===== config.mk =====
export PLATFORM = sky130hd
export DESIGN_NAME = mux_nx1_arb
export DESIGN_NICKNAME = d
export VERILOG_FILES = /design/src/rtl/mux_nx1_arb.sv
export SDC_FILE = /design/constraint.sdc
export NUM_CORES = 1
export LEC_CHECK = 0
export BUFFER_PORTS_ARGS = -buffer_cell sky130_fd_sc_hd__buf_2
export CAP_MARGIN = 10
export CORE_ASPECT_RATIO = 1.2
export CORE_MARGIN = 5
export CORE_UTILIZATION = 25
export DETAILED_ROUTE_END_ITERATION = 10
export PLACE_DENSITY_LB_ADDON = 0.3
export SLEW_MARGIN = 20
export SYNTH_ARGS = -nofsm -noshare
export SYNTH_HDL_FRONTEND = slang
export SYNTH_SLANG_ARGS = --single-unit

===== constraint.sdc =====
create_clock -name clk -period 2.5 [get_ports clk]
set_clock_uncertainty 0.15 [all_clocks]
set_input_delay 0.375 -clock clk [delete_from_list [all_inputs] [get_ports clk]]
set_output_delay 0.375 -clock clk [all_outputs]
set_load 0.01 [all_outputs]

===== src/rtl/mux_nx1_arb.sv =====
// N-to-1 valid/ready mux with a registered single-entry output stage.
// Source is a fixed select or a round-robin arbiter chosen by mode.
module mux_nx1_arb #(
  parameter int WIDTH = 32,
  parameter int N     = 4,
  parameter int SELW  = $clog2(N)
) (
  input  logic               clk,
  input  logic               rst,
  input  logic [N*WIDTH-1:0] in_data,
  input  logic [N-1:0]       in_valid,
  output logic [N-1:0]       in_ready,
  input  logic               mode,
  input  logic [SELW-1:0]    sel,
  output logic [WIDTH-1:0]   out_data,
  output logic               out_valid,
  input  logic               out_ready,
  output logic [SELW-1:0]    grant
);

  logic             out_valid_q, out_valid_d;
  logic [WIDTH-1:0] out_data_q, out_data_d;
  logic [SELW-1:0]  grant_q, grant_d;
  logic [SELW-1:0]  ptr_q, ptr_d;

  logic             accept_ok;
  logic [N-1:0]     rot;
  logic             rr_found;
  int               rr_idx;
  logic [SELW-1:0]  rr_win;
  logic             sel_ok;
  logic [SELW-1:0]  src;
  logic [WIDTH-1:0] src_data;
  logic             xfer;

  assign accept_ok = !out_valid_q || out_ready;

  // Rotate valids so bit 0 is the channel at ptr; first set bit wins.
  always_comb begin
    rot      = N'({in_valid, in_valid} >> ptr_q);
    rr_found = 1'b0;
    rr_idx   = 0;
    for (int k = 0; k < N; k++) begin
      if (!rr_found && rot[k]) begin
        rr_found = 1'b1;
        rr_idx   = k + int'(ptr_q);
      end
    end
    if (rr_idx >= N) rr_idx = rr_idx - N;
    rr_win = SELW'(rr_idx);
  end

  always_comb begin
    sel_ok   = int'(sel) < N;
    src      = '0;
    in_ready = '0;
    if (!rst) begin
      if (mode) begin
        if (rr_found) begin
          src      = rr_win;
          in_ready = {{(N-1){1'b0}}, accept_ok} << rr_win;
        end
      end else if (sel_ok) begin
        src      = sel;
        in_ready = {{(N-1){1'b0}}, accept_ok} << sel;
      end
    end
  end

  assign xfer     = |(in_valid & in_ready);
  assign src_data = WIDTH'(in_data >> (int'(src) * WIDTH));

  always_comb begin
    out_valid_d = out_valid_q;
    out_data_d  = out_data_q;
    grant_d     = grant_q;
    ptr_d       = ptr_q;
    if (xfer) begin
      out_valid_d = 1'b1;
      out_data_d  = src_data;
      grant_d     = src;
      if (mode) begin
        ptr_d = (int'(src) == N - 1) ? '0 : src + 1'b1;
      end
    end else if (out_ready) begin
      out_valid_d = 1'b0;
    end
  end

  always_ff @(posedge clk) begin
    if (rst) begin
      out_valid_q <= 1'b0;
      out_data_q  <= '0;
      grant_q     <= '0;
      ptr_q       <= '0;
    end else begin
      out_valid_q <= out_valid_d;
      out_data_q  <= out_data_d;
      grant_q     <= grant_d;
      ptr_q       <= ptr_d;
    end
  end

  assign out_valid = out_valid_q;
  assign out_data  = out_data_q;
  assign grant     = grant_q;

endmodule


==> reports/metrics.csv <==
stage;metric;value;unit
run_status;status;completed;
synthesis;ys_top_cells_by_area;sky130_fd_sc_hd__dfxtp_1 (26%), sky130_fd_sc_hd__mux2i_1 (12%), sky130_fd_sc_hd__a221oi_2 (8.8%);
run;drv.max_cap_violation_count;0;
floorplanning;start_util;25.2;%
min_path;min_path_type;in2reg;
place;place.detailed.instances;638;
layout;final.fill_count;1184;
floorplanning;dieWidth;108;µm
drt;antenna_left;0;
power_and_ir_drop;combPwrFrac;35.5;%
synthesis;number_of_distinct_library_cells_after_synthesis;41;
place;place_worst_setup_slack;-0.0277;ns
clock_tree;htreeDepth;2;
global_routing;first_global_vias;3225;
sta;worst-slew-pin-transition;0.351;ns
floorplanning;i_o_pin_cnt;177;
drt;detailedRoute.firstIterationViolations;128;
layout;finish.net_count;627;
clock_tree;clock_sink_count;37;
clock_tree;clock-root-buffer;sky130_fd_sc_hd__clkbuf_16;
worst_setup_path;rr_worst_depth;7;
layout;layout-drive-gt1-share;49.0;%
clock_tree;clk_pin_slew_worst_paths;0.06;ns
synthesis;synth.yosys.warnings;0;
power_and_ir_drop;cellPowerDensity;513;mW/mm²
place;count_of_input_and_output_buffers;176;
sta;post-route-min-period;2.39;ns
sta;finalSetupViolations;0;
sta;maxSlewViolCount;0;
clock_tree;clkLatencyLatePin;0.28;ns
clock_tree;cts_tree;done;
clock_tree;tritoncts.num_buffers;5;
global_routing;grt_first_pass_wirelength;16000;µm
synthesis;syn-instance-count;316;
sta;max_slew_margin;76.6;%
drt;avgViaCountPerCell;4.99;
drt;drcViolationCount;0;
sta;grt_setup_unrepaired;no;
layout;insertedDiodeCount;0;
power_and_ir_drop;clock_power_share;33.3;%
min_path;holdPathEnd;out_data[21]$_SDFFE_PP0P_;
synthesis;syn-mean-instance-area;9.15;µm²
worst_setup_path;worst_ep_arrival_time;1.86;ns
sta;post-route-worst-setup-slack;0.111;ns
global_routing;grt_remaining_overflow;0;
synthesis;seq_area_frac_synth;25.6;%
power_and_ir_drop;p_int;0.00154;W
min_path;launch_instance_of_the_worst_min_delay_path;in_data[117];
worst_setup_path;timing.critical_path.fanout_max;7;
synthesis;netlist_area;0.00289;mm²
worst_setup_path;critical_path.endpoint_type;output port;
worst_setup_path;end_of_the_worst_register_to_register_path;out_data[11]$_SDFFE_PP0P_;
drt;totalWireLength;10400;µm
drt;drt_first_pass_iters;5;
floorplanning;row_count;43;
global_routing;grt_max_degree;43;
floorplanning;area_of_the_core;0.0115;mm²
place;dp_hpwl;8060;µm
layout;layout.cells.non_filler;647;
worst_setup_path;cp.required;1.98;ns
synthesis;synthDominantAreaCellType;sky130_fd_sc_hd__dfxtp_1;
worst_setup_path;critical_path_class;reg2out;
drt;total_vias_in_the_final_route;3229;
clock_tree;cts_hold_repair.buffers;0;
clock_tree;ctsLongestPathBuffers;2;
power_and_ir_drop;irDropWorstVdd;0.217;mV
floorplanning;design.die.area;0.0138;mm²
sta;period_share;95.6;%
floorplanning;die_span_in_y;128;µm
synthesis;synthesis.nets;454;
power_and_ir_drop;power.static_leakage;2.18;nW
power_and_ir_drop;power.sequential.fraction;31.2;%
sta;final_hold_viols;0;
synthesis;ys_ff_latch;37;
global_routing;track_usage;14.3;%
layout;area_growth_syn_to_layout;48.5;%
power_and_ir_drop;swShare;30.0;%
worst_setup_path;cp-start-kind;flip-flop;
worst_setup_path;worst_case_register_to_register_setup_slack;0.19;ns
global_routing;number_of_antenna_violations_at_the_first_check_in_global_routing;0;
power_and_ir_drop;p_switching;0.000660;W
min_path;timing.hold.worst_path_depth;3;
worst_setup_path;rr_startpoint;ptr_q[0]$_SDFFE_PP0P_;
place;gp_routability_congestion;0.786;
synthesis;synth_top_area_share;25.6;%
drt;avgRoutedWirePerCell;16.1;µm
sta;fmax;419;MHz
[per-stage QoR]
step	hold slack, ns	utilization [%]	setup TNS [ns]	total power (W)	area [µm²]
CTS	0.298	37.4	0	0.00224	4290
global route	0.333	37.5	0	0.00234	4300
detailed placement	0.319	35.8	-0.120	0.00148	4110
global placement	0.316	35.8	0	0.00147	4110
floorplan	0.297	-	0	0.00115	2890
finish	0.302	37.5	0	0.00220	4300
[critical path, stage by stage (launching register included)]
cell,delay (ns)
sky130_fd_sc_hd__dfxtp_1,0.34
sky130_fd_sc_hd__nor2b_1,0.07
sky130_fd_sc_hd__or4_4,0.56
sky130_fd_sc_hd__nand3_2,0.29
sky130_fd_sc_hd__and3_1,0.20
sky130_fd_sc_hd__buf_2,0.12
[timing repair]
action | 4_1_cts | 5_1_grt
buffers inserted | 1 | 0
setup endpoints to repair | 2 | 2
gates cloned | 0 | 0
resized for setup | 0 | 3
pin swaps | 1 | 1
[layer usage]
layer  wire [µm]  up-vias  GRT usage, %
li1            -     1586             -
met2        5280      135          26.0
met4         125        0          3.64
met5           0        -             0
met1        4170     1502          16.9
met3         847        6          3.17
[power groups by stage]
stage                     clock network, W  registers (W)  logic, W
after floorplan                          0       0.000722  0.000432
after global placement                   0       0.000698  0.000772
after detailed placement                 0       0.000698  0.000783
after CTS                         0.000764       0.000686  0.000789
after global routing              0.000788       0.000693  0.000858
final                             0.000734       0.000687  0.000782
[registers in the layout, indices dropped and copies added (netlist names)]
register,cells
ptr_q,2
out_valid,1
out_data,32
grant,2
[cells in the mapped netlist]
| cell | n |
|---|---|
| sky130_fd_sc_hd__nand2_1 | 8 |
| sky130_fd_sc_hd__mux2_1 | 9 |
| sky130_fd_sc_hd__buf_6 | 3 |
| sky130_fd_sc_hd__buf_2 | 12 |
| sky130_fd_sc_hd__o2111ai_1 | 1 |
| sky130_fd_sc_hd__dfxtp_1 | 37 |
| sky130_fd_sc_hd__nand3_2 | 1 |
| sky130_fd_sc_hd__nor3_1 | 12 |
| sky130_fd_sc_hd__o211ai_2 | 1 |
| sky130_fd_sc_hd__o41ai_1 | 1 |
| sky130_fd_sc_hd__a21o_1 | 2 |
| sky130_fd_sc_hd__nor2_2 | 1 |
| sky130_fd_sc_hd__a31o_1 | 1 |
| sky130_fd_sc_hd__a21oi_1 | 4 |
| sky130_fd_sc_hd__or4_4 | 1 |
| sky130_fd_sc_hd__o21ai_1 | 11 |
| sky130_fd_sc_hd__o21a_1 | 23 |
| sky130_fd_sc_hd__xnor2_1 | 1 |
| sky130_fd_sc_hd__nand2b_1 | 4 |
| sky130_fd_sc_hd__a221oi_1 | 29 |
| sky130_fd_sc_hd__a31oi_1 | 1 |
| sky130_fd_sc_hd__a22oi_1 | 1 |
| sky130_fd_sc_hd__nor2_1 | 6 |
| sky130_fd_sc_hd__o41ai_4 | 1 |
| sky130_fd_sc_hd__inv_1 | 5 |
| sky130_fd_sc_hd__o31ai_1 | 1 |
| sky130_fd_sc_hd__nand3_1 | 1 |
| sky130_fd_sc_hd__a221oi_2 | 17 |
| sky130_fd_sc_hd__or4b_2 | 1 |
| sky130_fd_sc_hd__nor2b_1 | 27 |
| sky130_fd_sc_hd__nand2_2 | 1 |
| sky130_fd_sc_hd__buf_1 | 1 |
| sky130_fd_sc_hd__o211a_1 | 1 |
| sky130_fd_sc_hd__buf_4 | 2 |
| sky130_fd_sc_hd__clkbuf_1 | 17 |
| sky130_fd_sc_hd__mux2i_1 | 34 |
| sky130_fd_sc_hd__a311oi_1 | 10 |
| sky130_fd_sc_hd__and4_4 | 1 |
| sky130_fd_sc_hd__mux2_2 | 1 |
| sky130_fd_sc_hd__and3_1 | 24 |
| sky130_fd_sc_hd__a31oi_4 | 1 |
[how the worst max path moves through the flow]
stage                     startpoint                   endpoint  slack [ns]  depth (start not counted)
2_1_floorplan            in_valid[2]                in_ready[2]        0.12                          7
3_3_place_gp             in_valid[2]   out_data[2]$_SDFFE_PP0P_        0.02                          8
3_5_place_dp             in_valid[2]  out_data[11]$_SDFFE_PP0P_       -0.03                          9
4_1_cts        ptr_q[0]$_SDFFE_PP0P_                in_ready[0]        0.09                          7
5_1_grt                  in_valid[2]                in_ready[1]        0.01                         11
6_report       ptr_q[0]$_SDFFE_PP0P_                in_ready[3]        0.11                          5
[cells by family (layout without fill, tap and decap cells)]
logic type | Yosys count | after routing | share of synthesized area [%]
AO/OA/AOI/OAI | 106 | 106 | 33.8
AND/OR/NAND/NOR | 88 | 88 | 17.9
buffers and inverters | 40 | 214 | 6.75
multiplexers | 44 | 44 | 15.7
XOR/XNOR | 1 | 1 | 0.303
flip-flops | 37 | 37 | 25.6
[placed cells by master, fill, tap and decap left out, types with 3 or more instances in the layout]
cell | Yosys | final
sky130_fd_sc_hd__a21oi_1 | 4 | 3
sky130_fd_sc_hd__a221oi_1 | 29 | 29
sky130_fd_sc_hd__a221oi_2 | 17 | 17
sky130_fd_sc_hd__a311oi_1 | 10 | 10
sky130_fd_sc_hd__and3_1 | 24 | 24
sky130_fd_sc_hd__buf_12 | 0 | 9
sky130_fd_sc_hd__buf_2 | 12 | 176
sky130_fd_sc_hd__buf_4 | 2 | 16
sky130_fd_sc_hd__clkbuf_16 | 0 | 5
sky130_fd_sc_hd__dfxtp_1 | 37 | 36
sky130_fd_sc_hd__inv_1 | 5 | 5
sky130_fd_sc_hd__mux2_1 | 9 | 9
sky130_fd_sc_hd__mux2i_1 | 34 | 34
sky130_fd_sc_hd__nand2_1 | 8 | 8
sky130_fd_sc_hd__nand2b_1 | 4 | 4
sky130_fd_sc_hd__nor2_1 | 6 | 6
sky130_fd_sc_hd__nor2b_1 | 27 | 27
sky130_fd_sc_hd__nor3_1 | 12 | 12
sky130_fd_sc_hd__o21a_1 | 23 | 23
sky130_fd_sc_hd__o21ai_1 | 11 | 11
[layout make-up]
class / instances / area, µm² / area share (%)
repair buffers: 201 / 1180 / 27.5
well taps: 157 / 196 / 4.57
multi-input cells: 239 / 1980 / 46.2
clock buffers: 7 / 143 / 3.32
flip-flops and latches: 37 / 742 / 17.3
inverters: 5 / 18.8 / 0.437
clock inverters: 1 / 30.0 / 0.699
(Power assumes the default switching activity.)
